File: src/rtl/stream_serializer_if.sv
// ---------------------------------------------------------------------------
// stream_serializer_if
// Handshake bundle for stream_serializer.
//   Upstream side  : i_data, i_len, i_valid -> serializer ; o_ready <- serializer
//   Downstream side: o_data, o_valid, o_last <- serializer ; i_ready -> serializer
// Modports:
//   slave  - the serializer's view (consumes i_*, drives o_*)
//   master - the environment's view (drives i_*, observes o_*)
// ---------------------------------------------------------------------------
interface stream_serializer_if #(
    parameter int WIDTH     = 8,
    parameter int NUM_WORDS = 4,
    parameter int LEN_W     = $clog2(NUM_WORDS + 1)
);
    logic [WIDTH*NUM_WORDS-1:0] i_data;
    logic [LEN_W-1:0]           i_len;
    logic                       i_valid;
    logic                       o_ready;
    logic [WIDTH-1:0]           o_data;
    logic                       o_valid;
    logic                       i_ready;
    logic                       o_last;

    modport slave (
        input  i_data, i_len, i_valid, i_ready,
        output o_ready, o_data, o_valid, o_last
    );

    modport master (
        output i_data, i_len, i_valid, i_ready,
        input  o_ready, o_data, o_valid, o_last
    );
endinterface

File: src/rtl/stream_serializer.sv
// ---------------------------------------------------------------------------
// stream_serializer
// Splits a NUM_WORDS*WIDTH parallel word into WIDTH-bit beats with valid/ready
// flow control on both sides, a per-word beat count and an end-of-word flag.
// An active register feeds the output while a pending register catches the
// next word, so back-to-back words stream without bubbles.
// Ports:
//   clk        clock, rising edge
//   i_reset_n  asynchronous active-low reset
//   io_bus     stream_serializer_if.slave (data/len/valid/ready in and out)
//   o_busy     active or pending register occupied
// ---------------------------------------------------------------------------
module stream_serializer #(
    parameter int WIDTH         = 8,
    parameter int NUM_WORDS     = 4,
    parameter bit LITTLE_ENDIAN = 1'b0
) (
    input  logic                  clk,
    input  logic                  i_reset_n,
    stream_serializer_if.slave    io_bus,
    output logic                  o_busy
);
    localparam int LEN_W = $clog2(NUM_WORDS + 1);
    localparam int DW    = WIDTH * NUM_WORDS;

    typedef enum logic [1:0] {
        ST_EMPTY  = 2'b00,
        ST_ACTIVE = 2'b01,
        ST_FULL   = 2'b10
    } state_t;

    // Out-of-range lengths (0 or above NUM_WORDS) mean a full word.
    function automatic logic [LEN_W-1:0] clamp_len(input logic [LEN_W-1:0] len);
        logic [LEN_W-1:0] res;
        if ((len == {LEN_W{1'b0}}) || (int'(len) > NUM_WORDS)) begin
            res = LEN_W'(NUM_WORDS);
        end else begin
            res = len;
        end
        return res;
    endfunction

    // Map beat count to physical beat slot: LE walks up from slot 0, BE walks
    // down from the top slot.
    function automatic logic [WIDTH-1:0] beat_sel(input logic [DW-1:0] d,
                                                  input logic [LEN_W-1:0] cnt);
        logic [WIDTH-1:0] res;
        res = {WIDTH{1'b0}};
        for (int k = 0; k < NUM_WORDS; k++) begin
            res = ((LITTLE_ENDIAN  && (int'(cnt) == k)) ||
                   (!LITTLE_ENDIAN && (int'(cnt) == NUM_WORDS - 1 - k)))
                  ? d[k*WIDTH +: WIDTH] : res;
        end
        return res;
    endfunction

    state_t           r_state;
    state_t           w_state_nxt;
    logic [DW-1:0]    r_act_data;
    logic [DW-1:0]    r_pend_data;
    logic [DW-1:0]    w_act_data_nxt;
    logic [LEN_W-1:0] r_act_len;
    logic [LEN_W-1:0] r_pend_len;
    logic [LEN_W-1:0] w_act_len_nxt;
    logic [LEN_W-1:0] r_cnt;
    logic [LEN_W-1:0] w_cnt_nxt;
    logic [WIDTH-1:0] r_data_out;
    logic             r_last_out;
    logic             w_ready;
    logic             w_valid;
    logic             w_in_xfer;
    logic             w_beat_xfer;
    logic             w_last_xfer;
    logic             w_load_act_in;
    logic             w_load_act_pend;
    logic             w_load_pend;

    // Handshake qualifiers, all derived from registered state.
    always_comb begin
        w_ready         = (r_state != ST_FULL);
        w_valid         = (r_state != ST_EMPTY);
        w_in_xfer       = io_bus.i_valid & w_ready;
        w_beat_xfer     = w_valid & io_bus.i_ready;
        w_last_xfer     = w_beat_xfer & r_last_out;
        // A new word goes straight to active when active is empty or just drained.
        w_load_act_in   = w_in_xfer & ((r_state == ST_EMPTY) ||
                                       ((r_state == ST_ACTIVE) & w_last_xfer));
        w_load_act_pend = (r_state == ST_FULL) & w_last_xfer;
        w_load_pend     = w_in_xfer & (r_state == ST_ACTIVE) & ~w_last_xfer;
    end

    // Occupancy state register.
    always_ff @(posedge clk or negedge i_reset_n) begin
        if (!i_reset_n) begin
            r_state <= ST_EMPTY;
        end else begin
            r_state <= w_state_nxt;
        end
    end

    // Occupancy next-state logic.
    always_comb begin
        w_state_nxt = r_state;
        case (r_state)
            ST_EMPTY: begin
                if (w_in_xfer) w_state_nxt = ST_ACTIVE;
                else           w_state_nxt = ST_EMPTY;
            end
            ST_ACTIVE: begin
                if (w_last_xfer && !w_in_xfer)      w_state_nxt = ST_EMPTY;
                else if (!w_last_xfer && w_in_xfer) w_state_nxt = ST_FULL;
                else                                w_state_nxt = ST_ACTIVE;
            end
            ST_FULL: begin
                if (w_last_xfer) w_state_nxt = ST_ACTIVE;
                else             w_state_nxt = ST_FULL;
            end
            default: w_state_nxt = ST_EMPTY;
        endcase
    end

    // Output decode from registered state and registered beat.
    always_comb begin
        io_bus.o_ready = w_ready;
        io_bus.o_valid = w_valid;
        io_bus.o_data  = r_data_out;
        io_bus.o_last  = r_last_out;
        o_busy         = w_valid;
    end

    // Next contents of the active register and its beat counter.
    always_comb begin
        w_act_data_nxt = r_act_data;
        w_act_len_nxt  = r_act_len;
        w_cnt_nxt      = r_cnt;
        if (w_load_act_in) begin
            w_act_data_nxt = io_bus.i_data;
            w_act_len_nxt  = clamp_len(io_bus.i_len);
            w_cnt_nxt      = {LEN_W{1'b0}};
        end else if (w_load_act_pend) begin
            w_act_data_nxt = r_pend_data;
            w_act_len_nxt  = r_pend_len;
            w_cnt_nxt      = {LEN_W{1'b0}};
        end else if (w_beat_xfer && !w_last_xfer) begin
            w_cnt_nxt      = r_cnt + LEN_W'(1);
        end else begin
            w_cnt_nxt      = r_cnt;
        end
    end

    // Datapath registers; the output beat is precomputed from next-cycle contents
    // so o_data/o_last are registered yet valid in the cycle after acceptance.
    always_ff @(posedge clk or negedge i_reset_n) begin
        if (!i_reset_n) begin
            r_act_data  <= {DW{1'b0}};
            r_act_len   <= {LEN_W{1'b0}};
            r_pend_data <= {DW{1'b0}};
            r_pend_len  <= {LEN_W{1'b0}};
            r_cnt       <= {LEN_W{1'b0}};
            r_data_out  <= {WIDTH{1'b0}};
            r_last_out  <= 1'b0;
        end else begin
            r_act_data <= w_act_data_nxt;
            r_act_len  <= w_act_len_nxt;
            r_cnt      <= w_cnt_nxt;
            if (w_load_pend) begin
                r_pend_data <= io_bus.i_data;
                r_pend_len  <= clamp_len(io_bus.i_len);
            end
            if (w_state_nxt == ST_EMPTY) begin
                r_data_out <= {WIDTH{1'b0}};
                r_last_out <= 1'b0;
            end else begin
                r_data_out <= beat_sel(w_act_data_nxt, w_cnt_nxt);
                r_last_out <= (w_cnt_nxt == (w_act_len_nxt - LEN_W'(1)));
            end
        end
    end
endmodule

File: src/flat_wrapper.sv
// flat-port wrapper written by rule: the top's interface ports become plain ports
module stream_serializer_flat 
#(
    parameter int WIDTH         = 8,
    parameter int NUM_WORDS     = 4,
    parameter bit LITTLE_ENDIAN = 1'b0
)
  (clk, i_reset_n, o_busy, io_bus_i_data, io_bus_i_len, io_bus_i_valid, io_bus_i_ready, io_bus_o_ready, io_bus_o_data, io_bus_o_valid, io_bus_o_last);
  stream_serializer_if #(.WIDTH(WIDTH), .NUM_WORDS(NUM_WORDS)) io_bus_i ();
  input  logic clk;
  input  logic i_reset_n;
  output logic o_busy;
  input wire logic [$bits(io_bus_i.i_data)-1:0] io_bus_i_data;
  input wire logic [$bits(io_bus_i.i_len)-1:0] io_bus_i_len;
  input wire logic [$bits(io_bus_i.i_valid)-1:0] io_bus_i_valid;
  input wire logic [$bits(io_bus_i.i_ready)-1:0] io_bus_i_ready;
  output wire logic [$bits(io_bus_i.o_ready)-1:0] io_bus_o_ready;
  output wire logic [$bits(io_bus_i.o_data)-1:0] io_bus_o_data;
  output wire logic [$bits(io_bus_i.o_valid)-1:0] io_bus_o_valid;
  output wire logic [$bits(io_bus_i.o_last)-1:0] io_bus_o_last;
  assign io_bus_i.i_data = io_bus_i_data;
  assign io_bus_i.i_len = io_bus_i_len;
  assign io_bus_i.i_valid = io_bus_i_valid;
  assign io_bus_i.i_ready = io_bus_i_ready;
  assign io_bus_o_ready = io_bus_i.o_ready;
  assign io_bus_o_data = io_bus_i.o_data;
  assign io_bus_o_valid = io_bus_i.o_valid;
  assign io_bus_o_last = io_bus_i.o_last;
  stream_serializer #(.WIDTH(WIDTH), .NUM_WORDS(NUM_WORDS), .LITTLE_ENDIAN(LITTLE_ENDIAN)) u_core (.clk(clk), .i_reset_n(i_reset_n), .io_bus(io_bus_i), .o_busy(o_busy));
endmodule
File: config.mk
export PLATFORM = sky130hd
export DESIGN_NAME = stream_serializer_flat
export DESIGN_NICKNAME = d
export VERILOG_FILES = /design/src/rtl/stream_serializer_if.sv /design/src/rtl/stream_serializer.sv /design/src/flat_wrapper.sv
export SDC_FILE = /design/constraint.sdc
export NUM_CORES = 1
export LEC_CHECK = 0
export ABC_AREA = 0
export CORE_MARGIN = 2
export CORE_UTILIZATION = 55
export DETAILED_ROUTE_END_ITERATION = 16
export PLACE_DENSITY = 0.9
export SLEW_MARGIN = 5
export SYNTH_ARGS = -nofsm -noshare
export SYNTH_HDL_FRONTEND = slang
export SYNTH_SLANG_ARGS = --single-unit
File: constraint.sdc
create_clock -name clk -period 3.5 [get_ports clk]
set_clock_uncertainty 0.2 [all_clocks]
set_input_delay 0.7 -clock clk [delete_from_list [all_inputs] [get_ports clk]]
set_output_delay 0.7 -clock clk [all_outputs]
set_load 0.02 [all_outputs]
Word-level counts from Yosys, hierarchy flattened
Index checks and enable logic that the tools add are counted.
{"block": "totals", "register_bits": 84}
{"block": "op_classes", "reduce_logical": 12, "n_mux": 19, "n_eq_ne": 7, "addsub": 2, "magnitude_cmp": 1, "bitwise_logic": 9}
{"operator": "2-to-1 mux 32 bit", "count": 2}
{"operator": "2-to-1 mux 8 bit", "count": 5}
{"operator": "2-to-1 mux 3 bit", "count": 6}
{"operator": "bitwise AND 1 bit", "count": 8}
{"operator": "== test 3 bit (second input constant)", "count": 2}
{"operator": "logical NOT 3 bit", "count": 2}
{"operator": "2-to-1 mux 2 bit", "count": 3}
{"operator": "case mux 2 bit (3 select lines)", "count": 1}
{"operator": "logical NOT 2 bit", "count": 2}
{"operator": "adder 3 x 1 -> 3 bit (second input constant)", "count": 1}
{"operator": "== test 3 x 2 -> 1 bit (second input constant)", "count": 1}
{"operator": "== test 3 bit", "count": 1}
{"operator": "> comparator 3 bit (second input constant)", "count": 1}
{"operator": "logical AND 1 bit", "count": 3}
{"operator": "subtractor 3 x 1 -> 3 bit (second input constant)", "count": 1}
{"operator": "== test 2 x 1 -> 1 bit (second input constant)", "count": 1}
{"operator": "== test 2 bit (second input constant)", "count": 1}
{"operator": "logical NOT 1 bit", "count": 2}
{"operator": "logical OR 1 bit", "count": 2}
{"operator": "2-to-1 mux 1 bit", "count": 2}
{"operator": "!= test 2 bit (second input constant)", "count": 1}
{"operator": "nonzero test 2 bit", "count": 1}
{"operator": "NOT 1 bit", "count": 1}

Longest topological paths before layout
{"block": "logic_depth", "word_depth": 14, "ltp_mapped": 13}

Worst setup path before layout
OpenSTA, ideal clock, no wires.
{"block": "synth_path", "path_type": "input -> register", "startpoint": "input port io_bus_i_ready", "endpoint": "register u_core.r_last_out (netlist: u_core.io_bus.o_last)", "setup_time_ns": 0.096, "arrival_time_ns": 2.559, "n_path_buf": 4, "stages": 12, "path_slack_ns": 0.646, "path_cell_list": "buf_2 a21boi_2 nor3b_4 buf_4 buf_2 buf_2 nand2_1 o21ai_0 inv_1 ha_1 xnor2_1 nor4_2"}
{"block": "synth_between", "elab_chain_len": 9}
{"item": "start: declaration", "line": "flat_wrapper.sv:16", "text": "input wire logic [$bits(io_bus_i.i_ready)-1:0] io_bus_i_ready;"}
{"item": "bitwise AND 1 bit (*)", "line": "stream_serializer.sv:83", "text": "w_beat_xfer = w_valid & io_bus.i_ready;"}
{"item": "bitwise AND 1 bit (*)", "line": "stream_serializer.sv:84", "text": "w_last_xfer = w_beat_xfer & r_last_out;"}
{"item": "bitwise AND 1 bit", "line": "stream_serializer.sv:87", "text": "((r_state == ST_ACTIVE) & w_last_xfer));"}
{"item": "logical OR 1 bit", "line": "stream_serializer.sv:86", "text": "w_load_act_in = w_in_xfer & ((r_state == ST_EMPTY) ||"}
{"item": "bitwise AND 1 bit", "line": "stream_serializer.sv:86"}
{"item": "2-to-1 mux 3 bit (*)", "line": "stream_serializer.sv:136", "text": "if (w_load_act_in) begin"}
{"item": "named net u_core.w_act_len_nxt[1]", "line": "stream_serializer.sv:64", "text": "logic [LEN_W-1:0] w_act_len_nxt;"}
{"item": "subtractor 3 x 1 -> 3 bit (*)", "line": "stream_serializer.sv:175", "text": "r_last_out <= (w_cnt_nxt == (w_act_len_nxt - LEN_W'(1)));"}
{"item": "== test 3 bit (*)", "line": "stream_serializer.sv:175"}
{"item": "2-to-1 mux 1 bit (*)", "line": "stream_serializer.sv:170", "text": "if (w_state_nxt == ST_EMPTY) begin"}
{"item": "end signal: assignment", "line": "stream_serializer.sv:175"}
{"item": "end: declaration", "line": "stream_serializer.sv:68", "text": "logic r_last_out;"}
Mark *: on every way through the listed nets, which the timed path passes. The rest lies on a longest branch.
A chain may end at the register's enable or synchronous reset.

Final worst setup path
{"block": "layout_path", "startpoint": "input port io_bus_i_ready", "endpoint": "register u_core.r_data_out[7] (netlist: u_core.io_bus.o_data[7])"}
{"block": "layout_between", "elab_chain_len": 13}
{"item": "bitwise AND 1 bit (*)", "line": "stream_serializer.sv:83"}
{"item": "bitwise AND 1 bit", "line": "stream_serializer.sv:84"}
{"item": "logical NOT 1 bit", "line": "stream_serializer.sv:111, stream_serializer.sv:144"}
{"item": "logical AND 1 bit", "line": "stream_serializer.sv:144", "text": "end else if (w_beat_xfer && !w_last_xfer) begin"}
{"item": "2-to-1 mux 3 bit", "line": "stream_serializer.sv:144"}
{"item": "2-to-1 mux 3 bit", "line": "stream_serializer.sv:140", "text": "end else if (w_load_act_pend) begin"}
{"item": "2-to-1 mux 3 bit", "line": "stream_serializer.sv:136"}
{"item": "== test 3 bit", "line": "stream_serializer.sv:51", "text": "(!LITTLE_ENDIAN && (int'(cnt) == NUM_WORDS - 1 - k)))"}
{"item": "2-to-1 mux 8 bit (4 in a row)", "line": "stream_serializer.sv:52", "text": "? d[k*WIDTH +: WIDTH] : res;"}
{"item": "2-to-1 mux 8 bit (*)", "line": "stream_serializer.sv:170"}
{"item": "end signal: assignment", "line": "stream_serializer.sv:160", "text": "r_data_out <= {WIDTH{1'b0}};"}
{"item": "end signal: assignment", "line": "stream_serializer.sv:171", "text": "r_data_out <= {WIDTH{1'b0}};"}
{"item": "end signal: assignment", "line": "stream_serializer.sv:174", "text": "r_data_out <= beat_sel(w_act_data_nxt, w_cnt_nxt);"}
{"item": "end: declaration", "line": "stream_serializer.sv:67", "text": "logic [WIDTH-1:0] r_data_out;"}
Mark *: on every way between the ends. The rest lies on a longest branch, timed or not.

==> results.json <==
{
  "status": "finished, final reports clean",
  "async_flop_share_pct": 100,
  "critPathMaxFanout": 8,
  "clk_pin_slew_worst_paths_ns": 0.09,
  "tns_ns": 0,
  "synth_cell_types": 48,
  "grt_pass1_wl_um": 14800,
  "wl_met2_um": 4420,
  "slew_violations": 0,
  "dp_hpwl_um": 6080,
  "drt-met1-wl_um": 3800,
  "tightest_slew_ns": 1.04,
  "irDropWorstVdd_mv": 0.364,
  "p_leak_nw": 2.39,
  "ys_seq_elements": 84,
  "htree_levels": 3,
  "place_congestion": 0.823,
  "viasPerCell": 5.62,
  "cts.sinks": 84,
  "wl_um": 8850,
  "path_buf_inv": 1,
  "num_io_pins": 51,
  "root_buffer": "clkbuf_8",
  "avgRoutedWirePerCell_um": 16.7,
  "cts_resized": 0,
  "hold_path.startpoint": "u_core.r_pend_len[2]$_DFFE_PN0P_",
  "nets": 470,
  "cp.arrival_ns": 3.18,
  "dr.first_iter.drc_count": 188,
  "powerDensity_nw_per_um2": 874,
  "clk_latency_ns": 0.37,
  "grt_max_degree": 85,
  "first_global_vias": 3034,
  "timing.rr.start": "u_core.r_state[1]$_DFF_PN0_",
  "critical_path.top_delay_family": "simple AND/OR/NAND/NOR gates",
  "num_vias": 2982,
  "grt_usage_pct": 23.1,
  "holdPathStages": 2,
  "numCtsBuffers": 9,
  "n_antenna_cell": 0,
  "die_w_um": 90.4,
  "slowest_delay_ns": 0.69,
  "cts_tree": "yes",
  "drc": 0,
  "whs_endpoint": "u_core.r_pend_len[2]$_DFFE_PN0P_",
  "yosys_most_used_dff": "dfrtp_1",
  "rsz0062_at_grt": "no",
  "syn_to_final_growth_pct": 19.5,
  "crit_cells": 7,
  "reg2reg_to": "u_core.io_bus.o_data[7]$_DFF_PN0_",
  "slowest_stage": "clkdlybuf4s50_1",
  "synth_nets": 421,
  "die_h_um": 90.4,
  "r2r_setup_slack_ns": 0.77,
  "fill_cells": 548,
  "drt_pass1_iterations": 4,
  "ys_warn_count": 0,
  "worstSetupStartpointType": "primary input",
  "r2r_cells": 6,
  "portBuffers": 50,
  "hold_path_class": "reg2reg",
  "cts_max_path_buffers": 2,
  "hold_viol": 0,
  "criticalPathCategory": "in2reg",
  "relSlewSlack_pct": 30.9,
  "dpl.cell_count": 515,
  "row_count": 31,
  "drtAntennaViolNets": 0,
  "postSynthCellCount": 378,
  "cp.required_ns": 3.54,
  "cap_violations": 0,
  "die_area_um2": 8180,
  "drive_gt1_share_pct": 17.6,
  "core-area_um2": 7250,
  "routed.top_layer": "met4",
  "cp-end-kind": "flip-flop",
  "setup_viol": 0,
  "fin_crit_ns": 3.14,
  "seq_area_frac_synth_pct": 51.2,
  "synth_edf_count": 0,
  "syn_area_um2": 4110,
  "grt-ovfl-total": 0,
  "final_cells": 531,
  "start_util_pct": 56.6,
  "antenna_found_initial": 0,
  "layout_common_cells": "dfrtp_1, nand2_1, clkdlybuf4s50_1",
  "finalCritPeriodShare_pct": 89.8,
  "syn_avg_cell_area_um2": 10.9,
  "cts_setup_buffers": 0,
  "dr_wl_met3_um": 443,
  "fmax_mhz": 318,
  "layout_commonest_cell": "dfrtp_1",
  "path_cells": "clkdlybuf4s50_1, nand2b_4, or3b_4, a211oi_4, and3_1, a22oi_1, o41ai_2",
  "ctsHoldBuffers": 0
}
-- cells in the mapped netlist, types with 2 or more instances --
library cell  count  area share (%)
a211oi_1          4            0.73
a21o_1            5            0.91
a21oi_1          21             2.6
a22oi_1           2            0.37
and2_1            4            0.61
and4b_1           5             1.2
buf_2            11             1.3
buf_4             7             1.3
clkbuf_1          6            0.55
dfrtp_1          84              51
ha_1              4             1.2
inv_1            15             1.4
inv_2             2            0.18
mux2_2           29             7.9
mux2i_1          35             8.5
nand2_1          49             4.5
nand2b_1          2            0.30
nand3b_1          4            0.73
nor2_1            9            0.82
nor2b_1           2            0.30
nor3_1            3            0.37
o21ai_0          28             3.4
o21ai_1          11             1.3
o22ai_1           3            0.46
o41ai_2           2            0.79
or2_1             4            0.61
or2_2             3            0.46
xnor2_1           4            0.85
-- power breakdown --
part           internal, mW  switching (mW)  leakage, nW  total [mW]
clock network         0.341           0.378       0.0984       0.718
logic                 0.872            1.04         1.26        1.91
registers              1.43           0.231         1.03        1.66
-- layer usage --
layer	vias up	global-route usage, %
li1	1408	-
met1	1466	29.7
met2	86	38.3
met3	22	4.84
met4	0	9.62
met5	-	0
-- cells by family after synthesis --
group / count (synthesis) / share of synthesized area (%)
multiplexers: 64 / 16.5
AND/OR/NAND/NOR: 99 / 13.3
buffers and inverters: 41 / 4.72
adder cells (fa/ha/maj): 4 / 1.22
AO/OA/AOI/OAI: 82 / 12.3
flip-flops: 84 / 51.2
XOR/XNOR: 4 / 0.853
-- layout make-up --
class                           instances  area [µm²]  share of cell area [%]
Timing Repair Buffer                   62         601                    12.2
Tap cell                               99         124                    2.52
Clock buffer                            9         124                    2.52
Clock inverter                          7        82.6                    1.68
Inverter                               17        63.8                    1.30
Multi-Input combinational cell        253        1810                    36.9
Sequential cell                        84        2100                    42.8
-- registers in the layout, summed over array words and instances, names as in the netlist --
name	flops
u_core.io_bus.o_data	8
u_core.io_bus.o_last	1
u_core.r_act_data	32
u_core.r_act_len	3
u_core.r_cnt	3
u_core.r_pend_data	32
u_core.r_pend_len	3
u_core.r_state	2
-- how the worst max path moves through the flow --
stage | startpoint | endpoint | slack, ns
global placement | io_bus_i_ready | u_core.io_bus.o_data[7]$_DFF_PN0_ | 0.16
global route | io_bus_i_ready | u_core.io_bus.o_data[0]$_DFF_PN0_ | 0.30
CTS | io_bus_i_ready | u_core.io_bus.o_data[7]$_DFF_PN0_ | 0.45
detailed placement | io_bus_i_ready | u_core.io_bus.o_data[7]$_DFF_PN0_ | 0.09
finish | io_bus_i_ready | u_core.io_bus.o_data[7]$_DFF_PN0_ | 0.36
floorplan | io_bus_i_ready | u_core.io_bus.o_last$_DFF_PN0_ | 0.65
-- worst reg2reg max path, stage by stage (launching register included) --
cell and delay, ns:
dfrtp_1 0.57, nor2_2 0.12, or3b_4 0.45, a211oi_4 0.39
and3_1 0.41, a22oi_1 0.16, o41ai_2 0.31
-- through the flow --
step	power [mW]	util (%)	cell area [µm²]	setup WS, ns	hold slack [ns]
finish	4.29	67.7	4910	0.358	0.286
global route	4.57	67.7	4910	0.298	0.315
CTS	4.29	67.7	4910	0.452	0.291
detailed placement	3.57	64.8	4700	0.0888	0.271
global placement	3.45	64.8	4700	0.157	0.263
floorplan	3.02	-	4110	0.646	0.204
No activity file was read; power rests on OpenSTA's default activity.
